### src/rtl/adder_pkg.sv
// Shared defaults for the wide adder/subtractor family (sub100_pipe, Adder100).
package adder_pkg;
  localparam int DEF_WIDTH = 100;
  localparam int DEF_SEG   = 25;
  localparam int DEF_NSEG  = DEF_WIDTH / DEF_SEG;
endpackage

### src/rtl/cla_slice.sv
// Combinational SEG-bit carry-lookahead adder: sum = a + b + cin.
module cla_slice #(
  parameter int SEG = 25
) (
  input  logic [SEG-1:0] a,
  input  logic [SEG-1:0] b,
  input  logic           cin,
  output logic [SEG-1:0] sum,
  output logic           cout
);
  logic [SEG-1:0] g;
  logic [SEG-1:0] p;
  logic [SEG:0]   c;

  assign g = a & b;
  assign p = a ^ b;

  // Each carry is built directly from generate/propagate terms, so no carry
  // depends on a previously computed carry (flat lookahead, no ripple).
  always_comb begin
    logic acc;
    logic term;
    acc  = 1'b0;
    term = 1'b0;
    c    = '0;
    c[0] = cin;
    for (int i = 0; i < SEG; i++) begin
      term = cin;
      for (int m = 0; m <= i; m++) term = term & p[m];
      acc = term;
      for (int j = 0; j <= i; j++) begin
        term = g[j];
        for (int m = j + 1; m <= i; m++) term = term & p[m];
        acc = acc | term;
      end
      c[i+1] = acc;
    end
  end

  assign sum  = p ^ c[SEG-1:0];
  assign cout = c[SEG];
endmodule

### src/rtl/sub100_pipe.sv
// Pipelined wide subtractor: diff = a - b - bin computed as a + ~b + ~bin,
// one SEG-bit lookahead slice resolved per stage, carry registered between
// stages. Whole pipeline stalls when the output is held by backpressure.
module sub100_pipe
  import adder_pkg::*;
#(
  parameter int WIDTH = DEF_WIDTH,
  parameter int SEG   = DEF_SEG
) (
  input  logic             clk,
  input  logic             rst,
  input  logic             in_valid,
  output logic             in_ready,
  input  logic [WIDTH-1:0] a,
  input  logic [WIDTH-1:0] b,
  input  logic             bin,
  output logic             out_valid,
  input  logic             out_ready,
  output logic [WIDTH-1:0] diff,
  output logic             bout
);
  localparam int NSEG = WIDTH / SEG;

  // Index 0 is the operand register loaded on acceptance; stage k reads
  // register k and writes register k+1. Register NSEG is the output.
  logic [NSEG:0]                 vld_pipe_q, vld_pipe_d;
  logic [NSEG:0]                 cy_q, cy_d;
  logic [NSEG:0][WIDTH-1:0]      dif_q, dif_d;
  logic [NSEG-1:0][WIDTH-1:0]    opa_q, opa_d;
  logic [NSEG-1:0][WIDTH-1:0]    opb_q, opb_d;

  logic [NSEG-1:0][SEG-1:0]      sum;
  logic [NSEG-1:0]               cout;
  logic                          adv;

  // Slice k of the operands is resolved in stage k; b is inverted here so
  // the registered operands stay in their original form.
  for (genvar k = 0; k < NSEG; k++) begin : g_slice
    cla_slice #(.SEG(SEG)) u_slice (
      .a    (opa_q[k][k*SEG +: SEG]),
      .b    (~opb_q[k][k*SEG +: SEG]),
      .cin  (cy_q[k]),
      .sum  (sum[k]),
      .cout (cout[k])
    );
  end

  // The last operand register only feeds its top slice; fold the rest away.
  logic unused_ok;
  assign unused_ok = ^{opa_q[NSEG-1], opb_q[NSEG-1]};

  // The only stall source is a held output; reset forces ready high.
  assign adv      = !(vld_pipe_q[NSEG] && !out_ready);
  assign in_ready = rst || adv;

  assign out_valid = vld_pipe_q[NSEG];
  assign diff      = dif_q[NSEG];
  assign bout      = ~cy_q[NSEG];

  // Next-state: hold everything on stall, otherwise shift every stage by one.
  always_comb begin
    vld_pipe_d = vld_pipe_q;
    cy_d       = cy_q;
    dif_d      = dif_q;
    opa_d      = opa_q;
    opb_d      = opb_q;
    if (adv) begin
      vld_pipe_d[0] = in_valid;
      opa_d[0]      = a;
      opb_d[0]      = b;
      cy_d[0]       = ~bin;
      dif_d[0]      = '0;
      for (int k = 0; k < NSEG; k++) begin
        vld_pipe_d[k+1]              = vld_pipe_q[k];
        cy_d[k+1]                    = cout[k];
        dif_d[k+1]                   = dif_q[k];
        dif_d[k+1][k*SEG +: SEG]     = sum[k];
      end
      for (int k = 1; k < NSEG; k++) begin
        opa_d[k] = opa_q[k-1];
        opb_d[k] = opb_q[k-1];
      end
    end
  end

  // Pipeline registers; carry resets to 1 so bout reads 0 out of reset.
  always_ff @(posedge clk) begin
    if (rst) begin
      vld_pipe_q <= '0;
      cy_q       <= '1;
      dif_q      <= '0;
      opa_q      <= '0;
      opb_q      <= '0;
    end else begin
      vld_pipe_q <= vld_pipe_d;
      cy_q       <= cy_d;
      dif_q      <= dif_d;
      opa_q      <= opa_d;
      opb_q      <= opb_d;
    end
  end
endmodule

### config.mk
export PLATFORM = sky130hd
export DESIGN_NAME = sub100_pipe
export DESIGN_NICKNAME = d
export VERILOG_FILES = /design/src/rtl/adder_pkg.sv /design/src/rtl/cla_slice.sv /design/src/rtl/sub100_pipe.sv
export SDC_FILE = /design/constraint.sdc
export NUM_CORES = 1
export LEC_CHECK = 0
export CAP_MARGIN = 20
export CORE_MARGIN = 3
export CORE_UTILIZATION = 60
export DETAILED_ROUTE_END_ITERATION = 10
export MAX_ROUTING_LAYER = met4
export PLACE_DENSITY_LB_ADDON = 0.2
export SLEW_MARGIN = 20
export SYNTH_ARGS = -nofsm -noshare
export SYNTH_HDL_FRONTEND = slang
export SYNTH_SLANG_ARGS = --single-unit
### constraint.sdc
create_clock -name clk -period 8.1 [get_ports clk]
set_input_delay 1.62 -clock clk [delete_from_list [all_inputs] [get_ports clk]]
set_output_delay 1.62 -clock clk [all_outputs]
set_load 0.02 [all_outputs]
* Word level (Yosys, flattened, before mapping)
Index checks and enable logic that the tools add are counted.
Word-level totals: input bits 205, logic and storage cells 2636, bits in registers 1060, latch bits 0, output and inout bits 103, memories 0, RAM bits 0, bits in read-only memories 0
Cells by class: add/sub/neg operators 0, multipliers 0, divide/modulo/power cells 0, eq/ne operators 0, multiplexer cells 0, magnitude comparators 0, bitwise gates (word level) 2618, reduce and logical (&&, ||, !) cells 4, shift-type cells 0
Operator list (count):
- $and 1x1->1 | 1300
- $or 1x1->1 | 1300
- $xor 25x25->25 | 8
- $and 25x25->25 | 4
- $not 25->25 | 4
- $logic_not 1->1 | 2
- $not 1->1 | 2
- $logic_and 1x1->1 | 1
- $logic_or 1x1->1 | 1

* Logic depth before layout (Yosys ltp)
depth in word-level cells 52, depth in mapped cells 11, depth with buffers taken out 11

* Cells and area by module
A second synthesis with hierarchy kept.
Second synthesis, totals: cell total of the unflattened synthesis 3600, area total of the unflattened synthesis 36334.8 um^2
Modules (own cells, without submodules):
- sub100_pipe | cells each 2984, instances 1, area an instance 31579.0 um^2, seq. area each 15214.6 um^2
- cla_slice (g_slice[1].u_slice ...) | cells each 145, instances 2, area an instance 1133.6 um^2, seq. area each 0.0 um^2
- cla_slice (g_slice[0].u_slice) | cells each 174, instances 1, area an instance 1343.8 um^2, seq. area each 0.0 um^2
- cla_slice (g_slice[3].u_slice) | cells each 152, instances 1, area an instance 1144.8 um^2, seq. area each 0.0 um^2

* Worst setup path after synthesis
No wires, ideal clock.
path type input-to-output, start input port out_ready, end output port in_ready, setup slack 3819 ps, data required time 6480 ps, buffers on the path 2, arrival time 2661 ps, stages 5, cell sequence nand2b_1 -> nor2_1 -> inv_1 -> clkbuf_1 -> buf_1
Between the ends: word-level cells in the longest chain between the ends 4
Ends and longest elaborated chain:
- start: declaration | line sub100_pipe.sv:18 | input logic out_ready,
- $logic_not 1->1 | line sub100_pipe.sv:53 | assign adv = !(vld_pipe_q[NSEG] && !out_ready);
- $logic_and 1x1->1 | line sub100_pipe.sv:53
- $logic_not 1->1 | line sub100_pipe.sv:53
- $logic_or 1x1->1 | line sub100_pipe.sv:54 | assign in_ready = rst || adv;
- end: declaration | line sub100_pipe.sv:13 | output logic in_ready,
No other way between the ends.

* Worst setup path in the final report
Ends and elaborated chain as after synthesis.

==> reports/qor.csv <==
metric,value,unit
Ys Warns,0,
Rel. slew slack,27.69,%
critical-path cell list,"clkdlybuf4s50_1, nand2b_1, nor2_4, clkinv_2, buf_4, clkdlybuf4s50_1",
overall die width,221.1,um
Pwr Total,8.502,mW
Post-CTS Setup Bufs,0,
initial core utilization,60.93,%
Adder-Cell Fraction of Synth Area,4.974,%
Max Fclk,0.1796,GHz
fin area,32920,um^2
CP Launch Type,input pin,
1st-iter DRT viols,1380,
Resized cells post-CTS,0,
"Data required, critical path",6480,ps
Crit. End Element,primary output,
CP arrival,3950,ps
Final Skew,14.91,ps
CTS tree,yes,
CP max-delay cell,clkdlybuf4s50_1,
grt ovf,0,
asr flop ratio synth,0,%
Synth Flop Type,dfxtp_1,
combinational family with the most area after synthesis,compound AO/OA/AOI/OAI gates,
Die ar.,48900,um^2
Num CTS Buffers,74,
Hold Path Class,register to register,
share of the synthesized area in the top cell type,54.79,%
ratio of final minimum period to clock period,68.74,%
Via-to-Cell Ratio,5.820,
most frequent cell after synthesis,dfxtp_1,
Final Hold Fails,0,
CTS Sinks,760,
largest net degree at the start of global routing,228,
ratio of cells with drive above 1 in the final layout,5.613,%
post-synthesis simple-gate area fraction,5.875,%
final net count,3055,
CP peak stage delay,610,ps
final setup vio count,0,
mux cell area share after synthesis,0,%
Mapped Area,27770,um^2
"Min Clock Period, post-route",5568,ps
"Seq/Total Area, Yosys",54.79,%
Non-Filler Instances,3409,
final wirelength,60050,um
Cells after Synth,2612,
Slew Limit Fails,0,
area grow syn2layout,18.54,%
global placement routability congestion,0.8808,
Ports,308,
Inst Count DP,3266,
"FF+latch count, synth",760,
syn_area_per_cell,10.63,um^2
Static Leak,13.54,nW
Setup TNS,0,ps
unrepaired setup endpoints after global routing,false,
max-cap violation count,0,
"Distinct cells, synth",69,
Clock Tree Buf Depth,3,
root buf cell,clkbuf_16,
outcome,completed,
drt wl/cell,17.61,um
clock transition at the registers of the reported paths,60,ps
Port Buffers,307,
Area after DPL,30380,um^2
initial antenna violation count,13,
Least-Margin Pin Slew,1085,ps
number of global-route vias before repair,19360,
xor/xnor cell area share of the yosys netlist,1.545,%
Critical Path Most Common Cell,clkdlybuf4s50_1,
Crit Path Max Fanout,45,
Post-DRT Antenna Nets,0,
Pre-antenna DRT Iters,5,
maximum vdd ir drop,242.2,uV
# fillers,3156,
Synth area leader,dfxtp_1,
Die Y-Extent,221.1,um
Compound-Gate Fraction of Synth Area,25.99,%
Post-synth EDFFs,0,
core box area,45580,um^2
# rows,78,
clk_lat worst skew,610,ps
Finished Core Util,72.23,%
HPWL after DPL,39350,um
first-pass GRT wire length,98370,um
commonest cells in the netlist,"760 x dfxtp_1, 553 x a22o_1, 217 x nand2_1, 191 x o21ai_0, 164 x clkbuf_1",
kind of critical path,input pin to primary output,
total track usage,24.60,%
H-tree depth,3,
Post-route DRC,0,
DR vias,19840,
CTS Hold Bufs,0,
"top cells by area, synth","dfxtp_1 55%, a22o_1 17%, ha_1 4.7%, o21ai_0 3.4%, nand2_1 2.9%",
PwrDens,258.3,nW/um^2
Mapped Nets,2925,
## critical path, delay by kind of cell
family                 cells  cell delay [ps]
and+or+nand+nor            2              840
buffers and inverters      4             1440
## final cells by class
cell class / instances / area [um^2] / area share, %
Antenna cell: 12 / 30.03 / 0.09122
Tap cell: 600 / 750.7 / 2.280
Multi-Input combinational cell: 1447 / 10680 / 32.45
Sequential cell: 760 / 15210 / 46.22
Clock buffer: 111 / 2300 / 6.986
Clock inverter: 20 / 209.0 / 0.6347
Inverter: 136 / 511.7 / 1.554
Timing Repair Buffer: 323 / 3222 / 9.787
## state kept, by name, summed over array words and instances, names as in the netlist
signal,count
diff,100
dif_q,150
vld_pipe_q,5
cy_q,5
opa_q,250
opb_q,250
## placed cells by master, fill, tap and decap left out, drive strengths merged, types with 22 or more instances in the layout
cell / count
nand3: 22
nand2: 217
clkdlybuf4s50: 307
dfxtp: 760
xnor2: 22
a22o: 553
o21ai: 194
nor2: 32
clkbuf: 111
inv: 135
xor2: 27
a21oi: 45
ha: 104
## cells by family (layout without fill, tap and decap cells)
logic type               count (synthesis)  count (layout)
other                                    0              12
flip-flops                             760             760
AND/OR/NAND/NOR                        363             363
adder cells (fa/ha/maj)                108             108
buffers and inverters                  405             590
XOR/XNOR                                49              49
AO/OA/AOI/OAI                          927             927
## per-stage QoR
stage                     hold slack [ps]  setup WS [ps]
after global placement              430.9           2588
after floorplan                     416.8           3819
after CTS                           438.5           2534
after global routing                463.2           2405
final                               433.3           2532
after detailed placement            429.6           2585
## final timing paths
kind,from,slack [ps],depth (start not counted),endpoint
max,out_ready,2530,6,in_ready
min,diff[80],430,2,diff[80]
max reg2reg,opb_q[375],4820,11,diff[99]
min reg2reg,diff[80],430,2,diff[80]
## report_power, final
part	total, mW	leakage (nW)	switching (mW)	internal [mW]
Clock	3.49	1.24	1.40	2.09
Sequential	4.13	6.26	0.141	3.99
Combinational	0.890	6.04	0.438	0.452
## metal layers
metal,track usage (%),vias up,share of wire (%)
li1,-,9716,-
met3,5.386,139,5.4
met2,39.03,512,47
met5,-,-,0
met1,30.86,9475,45
met4,9.639,0,3.3
Note: power is estimated with default switching activity, not from simulation.
